**config.mk**
```make
export PLATFORM = sky130hd
export DESIGN_NAME = regfile_writeback_8x16
export DESIGN_NICKNAME = d
export VERILOG_FILES = /design/src/rtl/regfile_pkg.sv /design/src/rtl/regfile_wr_decoder.sv /design/src/rtl/regfile_writeback_8x16.sv
export SDC_FILE = /design/constraint.sdc
export NUM_CORES = 1
export LEC_CHECK = 0
export CORE_MARGIN = 1
export CORE_UTILIZATION = 44
export DETAILED_ROUTE_END_ITERATION = 12
export DONT_BUFFER_PORTS = 1
export SLEW_MARGIN = 20
export SYNTH_ARGS = -nofsm -noshare
export SYNTH_HDL_FRONTEND = slang
export SYNTH_SLANG_ARGS = --single-unit
```
**constraint.sdc**
```tcl
create_clock -name clk -period 2 [get_ports clk]
set_clock_uncertainty 0.15 [all_clocks]
set_input_delay 0.3 -clock clk [delete_from_list [all_inputs] [get_ports clk]]
set_output_delay 0.3 -clock clk [all_outputs]
set_load 0.02 [all_outputs]
```
**src/rtl/regfile_pkg.sv**
```systemverilog
// regfile_pkg: shared widths, types and reset value for the write-back register bank
package regfile_pkg;
  localparam int DATA_W = 16;
  localparam int ADDR_W = 3;
  localparam int NUM_REGS = 8;
  typedef logic [ADDR_W-1:0] reg_addr_t;
  typedef logic [DATA_W-1:0] reg_data_t;
  localparam reg_data_t RESET_VALUE = 16'h0000;
endpackage

```
**src/rtl/regfile_wr_decoder.sv**
```systemverilog
// regfile_wr_decoder: address plus enable to one-hot register strobes
// Ports: addr - register index, en - strobe enable, stb - one-hot strobes (all zero when en=0)
module regfile_wr_decoder
  import regfile_pkg::*;
(
  input  reg_addr_t             addr,
  input  logic                  en,
  output logic [NUM_REGS-1:0]   stb
);
  always_comb stb = en ? (NUM_REGS'(1) << addr) : '0;
endmodule

```
**src/rtl/regfile_writeback_8x16.sv**
```systemverilog
// regfile_writeback_8x16: eight 16-bit registers with a one-entry write-back slot and forwarding read ports
// Ports: clk/rst_n - clock and async active-low reset; wr_valid/wr_ready/wr_addr/wr_data - write handshake;
//        hold - stalls commit of the pending slot; rd_{a,b}_addr/rd_{a,b}_data - combinational read ports;
//        pend_mask - one-hot of the uncommitted register; commit_cnt - wrapping count of commits
module regfile_writeback_8x16
  import regfile_pkg::*;
(
  input  logic                  clk,
  input  logic                  rst_n,
  input  logic                  wr_valid,
  output logic                  wr_ready,
  input  reg_addr_t             wr_addr,
  input  reg_data_t             wr_data,
  input  logic                  hold,
  input  reg_addr_t             rd_a_addr,
  output reg_data_t             rd_a_data,
  input  reg_addr_t             rd_b_addr,
  output reg_data_t             rd_b_data,
  output logic [NUM_REGS-1:0]   pend_mask,
  output logic [15:0]           commit_cnt
);
  reg_data_t regs [NUM_REGS];
  logic pend_valid;
  reg_addr_t pend_addr;
  reg_data_t pend_data;
  logic commit, accept;
  logic [NUM_REGS-1:0] wr_stb;
  assign commit = pend_valid & ~hold;
  // a full slot can still accept when it commits in the same cycle
  assign wr_ready = ~pend_valid | ~hold;
  assign accept = wr_valid & wr_ready;
  regfile_wr_decoder u_wr_dec (.addr(pend_addr), .en(commit), .stb(wr_stb));
  regfile_wr_decoder u_mask_dec (.addr(pend_addr), .en(pend_valid), .stb(pend_mask));
  always_ff @(posedge clk or negedge rst_n) begin
    if (!rst_n) begin
      pend_valid <= 1'b0;
      pend_addr <= '0;
      pend_data <= RESET_VALUE;
      commit_cnt <= '0;
      regs <= '{default: RESET_VALUE};
    end else begin
      for (int k = 0; k < NUM_REGS; k++)
        if (wr_stb[k]) regs[k] <= pend_data;
      if (accept) begin
        pend_addr <= wr_addr;
        pend_data <= wr_data;
      end
      pend_valid <= accept | (pend_valid & ~commit);
      if (commit) commit_cnt <= commit_cnt + 16'd1;
    end
  end
  // the pending slot holds the newest accepted value, so it shadows the register
  assign rd_a_data = (pend_valid && rd_a_addr == pend_addr) ? pend_data : regs[rd_a_addr];
  assign rd_b_data = (pend_valid && rd_b_addr == pend_addr) ? pend_data : regs[rd_b_addr];
endmodule

```
### Word level (Yosys, flattened, before mapping)

Index checks and enable logic that the tools add are counted.
Widths: inputs -> output; s select.

| operators by class | value |
|---|---|
| add/sub/neg operators | 1 |
| magnitude comparators | 2 |
| eq/ne operators | 2 |
| shifts and indexed selects | 1 |
| mux-type cells | 10 |
| bitwise logic cells | 10 |
| reduce and logical (&&, ||, !) cells | 2 |

Operator list:

| kind | number |
|---|---|
| $bmux 16 s3 | 2 |
| $mux 16 | 6 |
| $add 16x1->16 const B | 1 |
| $mux 8 | 2 |
| $ge 4x4->1 const B | 2 |
| $not 3->4 | 2 |
| $shl 1x3->8 const A | 1 |
| $eq 3x3->1 | 2 |
| $and 1x1->1 | 3 |
| $not 1->1 | 3 |
| $logic_and 1x1->1 | 2 |
| $or 1x1->1 | 2 |

| storage, ports and cells | value |
|---|---|
| register bits after elaboration | 164 |
| input port bits | 29 |

### Depth between registers and ports, before layout

Gate-level depths: netlist of run 1.

| logic depth | value |
|---|---|
| depth in word-level cells | 5 |
| gate-level depth with buffers | 7 |
| mapped depth without buffers | 5 |

### By module

A second synthesis of run 1 with hierarchy kept.

| unflattened totals | value |
|---|---|
| cell total of the unflattened synthesis | 598 |
| area, all modules | 8,842.2 µm² |

By module, submodules not included:

| module | times used | cells each | area an instance (µm²) |
|---|---|---|---|
| regfile_writeback_8x16 | 1 | 582 | 8,652.0 |
| regfile_wr_decoder | 2 | 8 | 95.1 |

### Worst setup path after synthesis of run 1

Ideal clock, no wire load.

| path | value |
|---|---|
| path type | input -> output |
| from | input rd_a_addr[0] |
| to | output rd_a_data[10] |
| arrival time | 1.669 ns |
| data required time | 1.550 ns |
| path slack | -0.119 ns |
| stages on the path | 6 |
| buffers on the path | 3 |
| cells stage by stage | buf_2 > buf_2 > xnor2_1 > nand4_1 > clkbuf_1 > a21oi_1 |

| between the ends | value |
|---|---|
| cells in the longest elaborated chain, start to end | 5 |
| elaborated cells between the ends (all ways) | 7 |
| those cells by class | eq/ne (1); mux (4); bitwise (1); reduce/logical (1) |

Ends and longest elaborated chain:

| element | line | source |
|---|---|---|
| from (decl) | regfile_writeback_8x16.sv:15 | `input reg_addr_t rd_a_addr,` |
| $not 3->4 (not written as such) | regfile_writeback_8x16.sv:53 | `assign rd_a_data = (pend_valid && rd_a_addr == pend_addr) ? pend_data : regs[rd_a_addr];` |
| $bmux 16 s3 | regfile_writeback_8x16.sv:53 |  |
| $mux 16 (not written as such) (2 in series) | regfile_writeback_8x16.sv:53 |  |
| $mux 16 (*) | regfile_writeback_8x16.sv:53 |  |
| to (decl) | regfile_writeback_8x16.sv:16 | `output reg_data_t rd_a_data,` |

Every way passes the cells marked *; elsewhere a longest branch is shown, timed or not. The select of a mux whose other input is x is not followed.

### Final worst setup path of run 1

| path | value |
|---|---|
| from | register pend_addr[1] |
| to | output rd_a_data[12] |

| between the ends | value |
|---|---|
| cells in the longest elaborated chain, start to end | 3 |

Ends and longest elaborated chain:

| element | line | source |
|---|---|---|
| from (decl) | regfile_writeback_8x16.sv:24 | `reg_addr_t pend_addr;` |
| from (signal assigned) | regfile_writeback_8x16.sv:45 | `pend_addr <= wr_addr;` |
| $eq 3x3->1 | regfile_writeback_8x16.sv:53 |  |
| $logic_and 1x1->1 | regfile_writeback_8x16.sv:53 |  |
| $mux 16 | regfile_writeback_8x16.sv:53 |  |

No other way between the ends.

==> results of run 1 <==
## critical path: cells and delay by family (launching register included)
family,cells,cell delay [ns]
AOI/OAI and AO/OA,1,0.05
buffers and inverters,3,0.49
and+or+nand+nor,2,0.27
xor gates and xnor gates,1,0.14
DFF,1,0.45
## report_power, final
part           switching (mW)  leakage (nW)  internal [mW]  total [mW]
Sequential               1.22          1.98           4.74        5.95
Clock                    1.30         0.297           2.19        3.49
Combinational            2.28          2.11           3.57        5.86
## final cells by class
class | count | area (um^2) | share of cell area
clock inverters | 8 | 148 | 0.0135
clock buffers | 24 | 482 | 0.0442
inverters | 1 | 3.75 | 0.000344
repair buffers | 78 | 963 | 0.0883
flip-flops and latches | 164 | 4110 | 0.377
well taps | 260 | 325 | 0.0298
multi-input cells | 381 | 4880 | 0.447
## stage by stage
stage | setup slack, ns | cell area [um^2]
floorplan | 0.0144 | 8800
global placement | 0.0375 | 9240
detailed placement | 0.0290 | 9240
CTS | -0.289 | 10300
global route | -0.358 | 10900
finish | -0.277 | 10900
## metal layers
layer	share of wire	global-route usage	wire (um)	vias up
met2	0.52	0.382	11600	114
met3	0.040	0.0384	894	17
met5	0	0	0	-
met1	0.42	0.289	9400	2870
met4	0.012	0.0606	255	0
li1	-	-	-	2330
## repair_timing
item / in CTS / in global routing
resized for setup: 53 / 81
setup endpoints to repair: 32 / 88
hold endpoints to repair: 186 / 164
pin swaps: 6 / 9
setup buffers: 4 / 3
cloned: 1 / 6
## cell families (layout without fill, tap and decap cells)
family / after synthesis / count (layout) / share of synthesized area
fa+ha+maj: 1 / 1 / 0.00144
xor+xnor: 21 / 21 / 0.0212
buf+inv: 62 / 111 / 0.0370
compound gates: 32 / 32 / 0.0185
simple gates: 83 / 83 / 0.0481
flops: 164 / 164 / 0.474
mux: 244 / 244 / 0.400
## Yosys cell counts
library cell | count | area share
ha_1 | 1 | 0.0014
nand4_1 | 7 | 0.0051
nor3_1 | 5 | 0.0029
buf_12 | 1 | 0.0023
mux2_4 | 10 | 0.017
and4_1 | 2 | 0.0020
nand3_1 | 3 | 0.0017
nand2b_1 | 4 | 0.0029
inv_1 | 1 | 0.00043
a21oi_1 | 32 | 0.018
buf_2 | 27 | 0.016
buf_1 | 1 | 0.00043
buf_6 | 5 | 0.0065
mux4_2 | 64 | 0.17
nor2b_1 | 1 | 0.00072
mux2_2 | 138 | 0.18
mux2i_1 | 32 | 0.037
or4_1 | 1 | 0.00087
and2_1 | 1 | 0.00072
dfrtp_1 | 164 | 0.47
nand2_2 | 1 | 0.00072
nor2_1 | 41 | 0.018
and4b_1 | 1 | 0.0012
xnor2_1 | 15 | 0.015
or3_1 | 2 | 0.0014
nand2_1 | 8 | 0.0035
or4_4 | 1 | 0.0013
nor3_2 | 4 | 0.0046
xor2_1 | 6 | 0.0061
clkbuf_1 | 27 | 0.012
and3_1 | 1 | 0.00072
## state kept, by name (all words and copies together) (netlist names)
name / flops
pend_addr: 3
pend_data: 16
commit_cnt: 16
regs: 128
pend_valid: 1
## how the worst max path moves through the flow
stage                                to  depth (start not counted)  slack, ns         start
after floorplan           rd_a_data[10]                          6       0.01  rd_a_addr[0]
after detailed placement   rd_b_data[4]                          6       0.03  pend_addr[1]
after global routing      rd_a_data[12]                          7      -0.36  pend_addr[1]
after global placement     rd_b_data[4]                          6       0.04  pend_addr[1]
after CTS                  rd_a_data[5]                          5      -0.29  pend_addr[1]
final                     rd_a_data[12]                          7      -0.28  pend_addr[1]
==> summary.txt, run 1 <==
Overall power: 15.3 mW
CP max stage delay: 0.45 ns
Clock transition at path regs: 0.06 ns
Max Clk Rate: 439 MHz
Hold Buf Count CTS: 21
Area of the core: 19000 um^2
I/O pin count: 86
Netlist cell types: 31
Final worst slack: -0.277 ns
CTS tree: yes
Initial antenna violation count: 0
RSZ-0062 raised after global routing: true
Area Overhead vs Synth: 25.9%
Routed len/inst: 24.2 um
Crit path kind: reg2out
CP arrival: 1.83 ns
Drt pass-1 iters: 4
# rows: 50
Crit-path max FO: 7
R2R Setup Slk: 0.02 ns
GRT overflow: 0
Slew Limit Fails: 0
CTS max path bufs: 2
Die ar.: 20300 um^2
Min cycle time layout: 2.28 ns
R2R cell count: 4
Commonest non-fill, non-tap cells in the layout: dfrtp_1 (161), mux2_2 (138), mux4_2 (64)
Seq cells post-synth: 164
Final Cycle Share: 1.14
Maxcap violations: 0
CP Launch Type: flop
Cell chain of the critical path: xnor2_2 > nand4_1 > buf_6 > clkbuf_16 > nor2_4 > a21oi_4 > buf_6
Inserted Diodes: 0
Layout cell share with drive strength beyond 1: 0.605
Pin count of the biggest net entering global routing: 165
LEAKAGE: 4.39 nW
Worst Tran Pin Value: 0.479 ns
Synth Net Count: 637
Layout filler cell count: 1496
Area of the mapped netlist: 8660 um^2
Clock sinks: 164
Horiz. Die Dim: 142 um
Worst Hold Class: in2async
Failing checks: hold timing, setup timing
First-pass GRT wire length: 32800 um
Final nets: 673
Max H-tree Level: 4
Final setup vio count: 32
Critical path's most frequent cell: buf_6
Synth Instances: 607
Sequential area share after synthesis: 0.474
Pwr per Cell Area: 1400 nW/um^2
Core Util, Final: 0.574
Ys Warns: 0
Hold_ws: -0.570 ns
Vias in the first global route: 5553
Worst path slowest cell: dfrtp_2
Drt total wl: 22100 um
Status: finished with violations
Reg2reg end: regs[57]
GRT Total Usage: 0.222
Layout Cells excl Fill: 916
TritonCTS Buffers: 17
Gpl congestion: 0.740
Leading cell type in the layout, fill and taps excluded: dfrtp_1
Via count: 5331
DR vias/cell: 5.82
Avg Inst Size Synth: 14.3 um^2
Residual DRC: 0
Total negative slack: -7.09 ns
Antenna-violating nets left: 0
Final Hold Vio Count: 164
Post-detail-place hpwl: 11900 um
CP required: 1.55 ns
Clock latency on the worst-skew pair: 0.41 ns
Slew Limit Headroom: 0.680
Port-buffer cells: 0
Max VDD drop: 0.000683 V
Reg2reg start: pend_addr[1]
Placed cells: 850
Initial Util: 0.456
Crit. End Element: primary output
CTS root buf: clkbuf_16
DR iter-0 viols: 303
Die Ht: 142 um
Note: power is estimated with default switching activity, not from simulation.
==> run 2, diff against run 1 <==
--- a/config.mk
+++ b/config.mk
@@ -5,8 +5,9 @@
 export SDC_FILE = /design/constraint.sdc
 export NUM_CORES = 1
 export LEC_CHECK = 0
-export CORE_MARGIN = 1
-export CORE_UTILIZATION = 44
+export ABC_AREA = 1
+export CORE_MARGIN = 8
+export CORE_UTILIZATION = 30
 export DETAILED_ROUTE_END_ITERATION = 12
 export DONT_BUFFER_PORTS = 1
 export SLEW_MARGIN = 20
==> run 2 against run 1 <==
  * The run still ends with hold timing, setup timing left
  * Via count rose by 67%
  * Non-clock buffer count fell by 11
  * Flip-flop and latch count did not move
  * Fmax rose by 3.3%
  * Synthesized cell count rose by 130%
  * Sequential share of layout area fell by 1.4 points
  * Largest cell class unchanged
  * Final area rose by 3.8%
  * Combinational power fell by 21%
  * Critical path depth fell by 1
  * Die area rose by 83%
  * Clock-buffer cell count did not move
  * Routed wire length rose by 37%
==> summary.txt, run 2 <==
Pin count of the biggest net entering global routing: 165 (unchanged)
Placed cells: 1729 (was 850)
Final worst slack: -0.204 ns (was -0.277 ns)
Top reg by flops: regs (unchanged)
Synth top area cells: dfrtp_1 (44%), nand2_1 (20%), nand3_1 (12%) (was dfrtp_1 (47%), mux2_2 (18%), mux4_2 (17%))
Total negative slack: -4.59 ns (was -7.09 ns)
CTS tree: yes (unchanged)
Worst Hold Class: in2async (unchanged)
CTS max path bufs: 2 (unchanged)
Synth Net Count: 1400 (was 637)
Final setup vio count: 33 (was 32)
Max H-tree Level: 4 (unchanged)
FF/Latch Area: 4100 um^2 (was 4110 um^2)
First-pass GRT wire length: 47200 um (was 32800 um)
Largest delay share family, worst path: simple AND/OR/NAND/NOR gates (was buffers and inverters)
Clock latency on the worst-skew pair: 0.43 ns (was 0.41 ns)
Failing checks: hold timing, setup timing (unchanged)
Area of the mapped netlist: 9340 um^2 (was 8660 um^2)
Vias in the first global route: 8632 (was 5553)
Final Cycle Share: 1.10 (was 1.14)
Commonest non-fill, non-tap cells in the layout: nand2_1 (442), nand3_1 (210), dfrtp_1 (164) (was dfrtp_1 (161), mux2_2 (138), mux4_2 (64))
Die Ht: 192 um (was 142 um)
Worst path slowest cell: dfrtp_1 (was dfrtp_2)
CP max stage delay: 0.42 ns (was 0.45 ns)
Final nets: 1407 (was 673)
Clock transition at path regs: 0.06 ns (about the same)
Netlist cell types: 26 (was 31)
Max VDD drop: 0.000671 V (was 0.000683 V)
Layout cell share with drive strength beyond 1: 0.138 (was 0.605)
Slew Limit Headroom: 0.720 (was 0.680)
CP Buf/Inv Count: 1 (was 3)
I/O pin count: 86 (unchanged)
Placed Instance Area: 9870 um^2 (was 9240 um^2)
Crit path kind: reg2out (unchanged)
Avg Inst Size Synth: 6.82 um^2 (was 14.3 um^2)
Cell chain of the critical path: o21ai_1 > nor2_2 > nand2_2 > buf_8 > nand3_1 > nand2_4 (was xnor2_2 > nand4_1 > buf_6 > clkbuf_16 > nor2_4 > a21oi_4 > buf_6)
Pwr per Cell Area: 1200 nW/um^2 (was 1400 nW/um^2)
Largest register FFs: 128 (unchanged)
Overall power: 13.5 mW (was 15.3 mW)
CTS root buf: clkbuf_16 (unchanged)
Die ar.: 37000 um^2 (was 20300 um^2)
LEAKAGE: 5.72 nW (was 4.39 nW)
Ys async rst share: 1.00 (unchanged)
RSZ-0062 raised after global routing: true (unchanged)
Max Clk Rate: 454 MHz (was 439 MHz)
Largest area contributor in the netlist: dfrtp_1 (unchanged)
Commonest cells post-synth: nand2_1 (506), nand3_1 (226), dfrtp_1 (164), inv_1 (159), o21ai_0 (125) (was dfrtp_1 (164), mux2_2 (138), mux4_2 (64), nor2_1 (41))
Routed len/inst: 17.0 um (was 24.2 um)
Multi-input logic area: 4740 um^2 (was 4880 um^2)
Post-synth top area share: 0.439 (was 0.474)
Status: finished with violations (unchanged)
Area Overhead vs Synth: 21.2% (was 25.9%)
Crit. End Element: primary output (unchanged)
# rows: 64 (was 50)
Hold Buf Count CTS: 19 (was 21)
Layout Cells excl Fill: 1786 (was 916)
Residual DRC: 0 (unchanged)
Antenna-violating nets left: 0 (unchanged)
Initial antenna violation count: 0 (unchanged)
CP required: 1.55 ns (about the same)
Inserted Diodes: 0 (unchanged)
CP arrival: 1.75 ns (was 1.83 ns)
DR iter-0 viols: 928 (was 303)
Final Cell Area: 11300 um^2 (was 10900 um^2)
Slew Limit Fails: 0 (unchanged)
Horiz. Die Dim: 192 um (was 142 um)
Post-detail-place hpwl: 18700 um (was 11900 um)
Area of the core: 30600 um^2 (was 19000 um^2)
Initial Util: 0.305 (was 0.456)
CP Launch Type: flop (unchanged)
Most frequent cell after synthesis: nand2_1 (was dfrtp_1)
Sequential area share after synthesis: 0.439 (was 0.474)
Hold_ws: -0.559 ns (was -0.570 ns)
Gpl congestion: 0.809 (was 0.740)
Final Hold Vio Count: 164 (unchanged)
TritonCTS Buffers: 17 (unchanged)
GRT Total Usage: 0.164 (was 0.222)
EDFF count, synth: 0 (unchanged)
Drt pass-1 iters: 7 (was 4)
Maxcap violations: 0 (unchanged)
Main synth FF type: dfrtp_1 (unchanged)
DR vias/cell: 4.98 (was 5.82)
Synth Instances: 1370 (was 607)
Crit-path max FO: 7 (unchanged)
Min cycle time layout: 2.20 ns (was 2.28 ns)
Largest registers: regs: 128 flops, commit_cnt: 16 flops, pend_data: 16 flops (unchanged)
GRT overflow: 0 (unchanged)
Worst Tran Pin Value: 0.420 ns (was 0.479 ns)
Layout filler cell count: 3205 (was 1496)
Ys Warns: 0 (unchanged)
Clock sinks: 164 (unchanged)
Via count: 8893 (was 5331)
Seq cells post-synth: 164 (unchanged)
Drt total wl: 30300 um (was 22100 um)
Port-buffer cells: 0 (unchanged)
Leading cell type in the layout, fill and taps excluded: nand2_1 (was dfrtp_1)
==> run 2: cells by family (layout without fill, tap and decap cells) <==
| group | after synthesis | after routing | share of synthesized area |
|---|---|---|---|
| adders and majority gates | 1 | 1 | 0.00134 |
| AOI/OAI and AO/OA | 151 | 151 | 0.0809 |
| xor gates and xnor gates | 10 | 10 | 0.00938 |
| DFF | 164 | 164 | 0.439 |
| buffers and inverters | 246 | 266 | 0.108 |
| and+or+nand+nor | 798 | 798 | 0.361 |
==> run 2: final timing paths <==
path | start | to | slack (ns) | cells past startpoint
max | pend_addr[1] | rd_b_data[0] | -0.20 | 6
max reg2reg | pend_addr[1] | regs[103] | 0.14 | 8
min reg2reg | regs[122] | regs[122] | 0.33 | 2
min in group clk | hold | commit_cnt[1] | 0.03 | 4
max in group asynchronous | rst_n | regs[55] | 1.97 | 0
min | rst_n | regs[15] | -0.56 | 0
==> run 2: cell type report <==
class | count | share of cell area
sequential | 164 | 0.362
tap | 396 | 0.0438
timing repair buffer | 67 | 0.0658
multi-input combinational | 960 | 0.418
clock inverter | 8 | 0.0109
inverter | 167 | 0.0562
clock buffer | 24 | 0.0425
==> run 2: repair_timing <==
item | 4_1_cts | 5_1_grt
hold endpoints to repair | 183 | 164
gates cloned | 0 | 1
gates resized for setup | 92 | 70
pin swaps | 27 | 29
endpoints found under the setup margin | 33 | 38
setup buffers | 4 | 2
==> run 2: per-layer routing <==
layer | global-route usage | share of wire
met1 | 0.218 | 0.44
met2 | 0.249 | 0.45
met3 | 0.0501 | 0.083
met4 | 0.0549 | 0.020
met5 | 0 | 0
==> run 2: power breakdown <==
part           total (mW)  leakage (nW)  internal [mW]  switching [mW]
clock                3.42         0.290           2.06            1.35
combinational        4.62          3.41           1.68            2.94
sequential           5.51          2.02           4.70           0.809
total                13.5          5.72           8.44            5.10
==> run 2: worst reg2reg max path: stages (launching register included) <==
cell	delay [ns]
dfrtp_1	0.42
inv_2	0.07
buf_4	0.10
nand2_1	0.20
nor2_2	0.22
nand2_1	0.08
buf_4	0.25
nand2_1	0.13
o21ai_0	0.09
==> run 2: per-stage QoR <==
step / util / worst slack, ns
floorplan: - / 0.250
global placement: 0.323 / 0.184
detailed placement: 0.323 / 0.174
CTS: 0.360 / -0.157
global route: 0.370 / -0.258
finish: 0.370 / -0.204
==> run 3, diff against run 2 <==
--- a/config.mk
+++ b/config.mk
@@ -8,8 +8,10 @@
 export ABC_AREA = 1
 export CORE_MARGIN = 8
 export CORE_UTILIZATION = 30
+export CTS_BUF_LIST = sky130_fd_sc_hd__clkbuf_16
 export DETAILED_ROUTE_END_ITERATION = 12
 export DONT_BUFFER_PORTS = 1
+export SKIP_LAST_GASP = 1
 export SLEW_MARGIN = 20
 export SYNTH_ARGS = -nofsm -noshare
 export SYNTH_HDL_FRONTEND = slang
==> run 3 against run 2 <==
  * The flow still finishes with violations (hold timing, setup timing)
  * Register-to-register slack hardly changed
  * Final area is 0.44% lower
  * Setup slack better by 0.0010 ns
  * Combinational power hardly changed
  * Sequential power hardly changed
  * First-iteration DRC count is 6.6% lower
  * Fmax hardly changed
  * Final cell count stayed put
  * Routed wire length hardly changed
  * Non-clock buffer count stayed put
  * Critical path type unchanged
  * Largest cell class unchanged
==> summary.txt, run 3 (synthesis gave the netlist of run 2 again) <==
# rows: 64 (unchanged)
DR iter-0 viols: 867 (was 928)
Crit-path max FO: 7 (unchanged)
First-pass GRT wire length: 47200 um (about the same)
CP Launch Type: flop (unchanged)
RSZ-0062 raised after global routing: true (unchanged)
Drt pass-1 iters: 8 (was 7)
Commonest non-fill, non-tap cells in the layout: nand2_1 (441), nand3_1 (214), dfrtp_1 (164) (was nand2_1 (442), nand3_1 (210), dfrtp_1 (164))
Placed cells: 1729 (unchanged)
Largest registers: regs: 128 flops, commit_cnt: 16 flops, pend_data: 16 flops (unchanged)
Multi-input logic area: 4710 um^2 (was 4740 um^2)
CP arrival: 1.75 ns (about the same)
Max Clk Rate: 454 MHz (about the same)
Clock transition at path regs: 0.06 ns (about the same)
Crit path kind: reg2out (unchanged)
Clock latency on the worst-skew pair: 0.43 ns (about the same)
Port-buffer cells: 0 (unchanged)
Crit. End Element: primary output (unchanged)
Layout cell share with drive strength beyond 1: 0.134 (was 0.138)
Worst Hold Class: in2async (unchanged)
Clock power share: 0.245 (was 0.252)
Final worst slack: -0.203 ns (was -0.204 ns)
Layout Cells excl Fill: 1786 (unchanged)
CTS max path bufs: 2 (unchanged)
Hold Buf Count CTS: 19 (unchanged)
Maxcap violations: 0 (unchanged)
Final Cycle Share: 1.10 (about the same)
Die Ht: 192 um (unchanged)
Via count: 8900 (was 8893)
Internal: 8.29 mW (was 8.44 mW)
Horiz. Die Dim: 192 um (unchanged)
TritonCTS Buffers: 17 (unchanged)
Top reg by flops: regs (unchanged)
CP required: 1.55 ns (about the same)
FF/Latch Area: 4100 um^2 (unchanged)
Failing checks: hold timing, setup timing (unchanged)
Largest register FFs: 128 (unchanged)
Residual DRC: 0 (unchanged)
Worst Tran Pin Value: 0.415 ns (was 0.420 ns)
Clock sinks: 164 (unchanged)
Final Hold Vio Count: 164 (unchanged)
Area Overhead vs Synth: 20.7% (was 21.2%)
Sw frac: 0.381 (was 0.377)
I/O pin count: 86 (unchanged)
Final nets: 1407 (unchanged)
Die ar.: 37000 um^2 (unchanged)
Min cycle time layout: 2.20 ns (about the same)
Max VDD drop: 0.000672 V (was 0.000671 V)
Post-detail-place hpwl: 18700 um (unchanged)
Reg2reg start: pend_addr[1] (unchanged)
DR vias/cell: 4.98 (about the same)
Gpl congestion: 0.809 (unchanged)
Hold_ws: -0.558 ns (was -0.559 ns)
Core Util, Final: 0.368 (was 0.370)
Drt total wl: 30300 um (about the same)
Final setup vio count: 33 (unchanged)
GRT overflow: 0 (unchanged)
R2R Setup Slk: 0.14 ns (about the same)
Slew Limit Fails: 0 (unchanged)
Sw power: 5.10 mW (about the same)
Initial antenna violation count: 0 (unchanged)
GRT Total Usage: 0.164 (about the same)
Pwr per Cell Area: 1190 nW/um^2 (was 1200 nW/um^2)
Slew Limit Headroom: 0.723 (was 0.720)
Status: finished with violations (unchanged)
Leading cell type in the layout, fill and taps excluded: nand2_1 (unchanged)
Vias in the first global route: 8642 (was 8632)
Antenna-violating nets left: 0 (unchanged)
Worst setup endpoint: rd_b_data[0] (unchanged)
CTS root buf: clkbuf_16 (unchanged)
Inserted Diodes: 0 (unchanged)
Layout filler cell count: 3213 (was 3205)
CTS tree: yes (unchanged)
Comb power frac: 0.343 (was 0.341)
Flop pwr share: 0.411 (was 0.407)
Pin count of the biggest net entering global routing: 165 (unchanged)
Reg2reg end: regs[103] (unchanged)
Initial Util: 0.305 (unchanged)
Routed len/inst: 17.0 um (about the same)
Critical path launch point: pend_addr[1] (unchanged)
LEAKAGE: 5.70 nW (was 5.72 nW)
Max H-tree Level: 4 (unchanged)
R2R cell count: 8 (unchanged)
Area of the core: 30600 um^2 (unchanged)
## run 3: area by class of cell
cell class	instances	share of cell area
repair buffers	67	0.0663
flip-flops and latches	164	0.364
clock inverters	15	0.0133
inverters	167	0.0565
multi-input cells	960	0.418
clock buffers	17	0.0377
well taps	396	0.0440
## run 3: how the worst min path moves through the flow
stage                     startpoint            end  slack, ns
after global placement         rst_n       regs[15]      -0.12
final                          rst_n       regs[15]      -0.56
after floorplan                rst_n  commit_cnt[0]      -0.15
after detailed placement       rst_n       regs[15]      -0.12
after CTS                      rst_n       regs[45]      -0.59
after global routing           rst_n      regs[127]      -0.59
## run 3: what timing repair did
item | 4_1_cts | 5_1_grt
cloned | 0 | 1
setup buffers | 4 | 2
resized for setup | 82 | 77
endpoints found under the hold margin | 183 | 164
setup endpoints to repair | 33 | 39
pin swaps | 27 | 33
## run 3: metal layers
metal  global-route usage  vias to the layer above  part of all wire
met1                0.217                     4205              0.45
met2                0.249                      341              0.45
met5                    0                        -                 0
met3               0.0501                       52             0.079
li1                     -                     4302                 -
met4               0.0570                        0             0.023
## run 3: power by group through the flow
stage	combinational, mW	sequential [mW]	clock [mW]
5_1_grt	5.33	5.68	3.47
3_3_place_gp	4.10	5.50	0
6_report	4.60	5.50	3.29
2_1_floorplan	3.33	5.38	0
3_5_place_dp	4.20	5.51	0
4_1_cts	4.47	5.47	3.35
## run 3: worst max-delay path, cell delays in order (launching register included)
cell and delay [ns]:
dfrtp_1 0.42, o21ai_1 0.21, nor2_2 0.07, nand2_2 0.14, buf_8 0.16, nand3_1 0.17
nand2_4 0.14
## run 3: metrics by stage
stage | setup slack (ns) | area (um^2) | TNS (ns) | power, mW | hold WS [ns]
6_report | -0.203 | 11300 | -4.57 | 13.4 | -0.558
5_1_grt | -0.260 | 11300 | -7.36 | 14.5 | -0.587
4_1_cts | -0.155 | 10900 | -4.17 | 13.3 | -0.589
3_5_place_dp | 0.174 | 9870 | 0 | 9.71 | -0.122
3_3_place_gp | 0.184 | 9870 | 0 | 9.59 | -0.121
2_1_floorplan | 0.250 | 9340 | 0 | 8.71 | -0.146
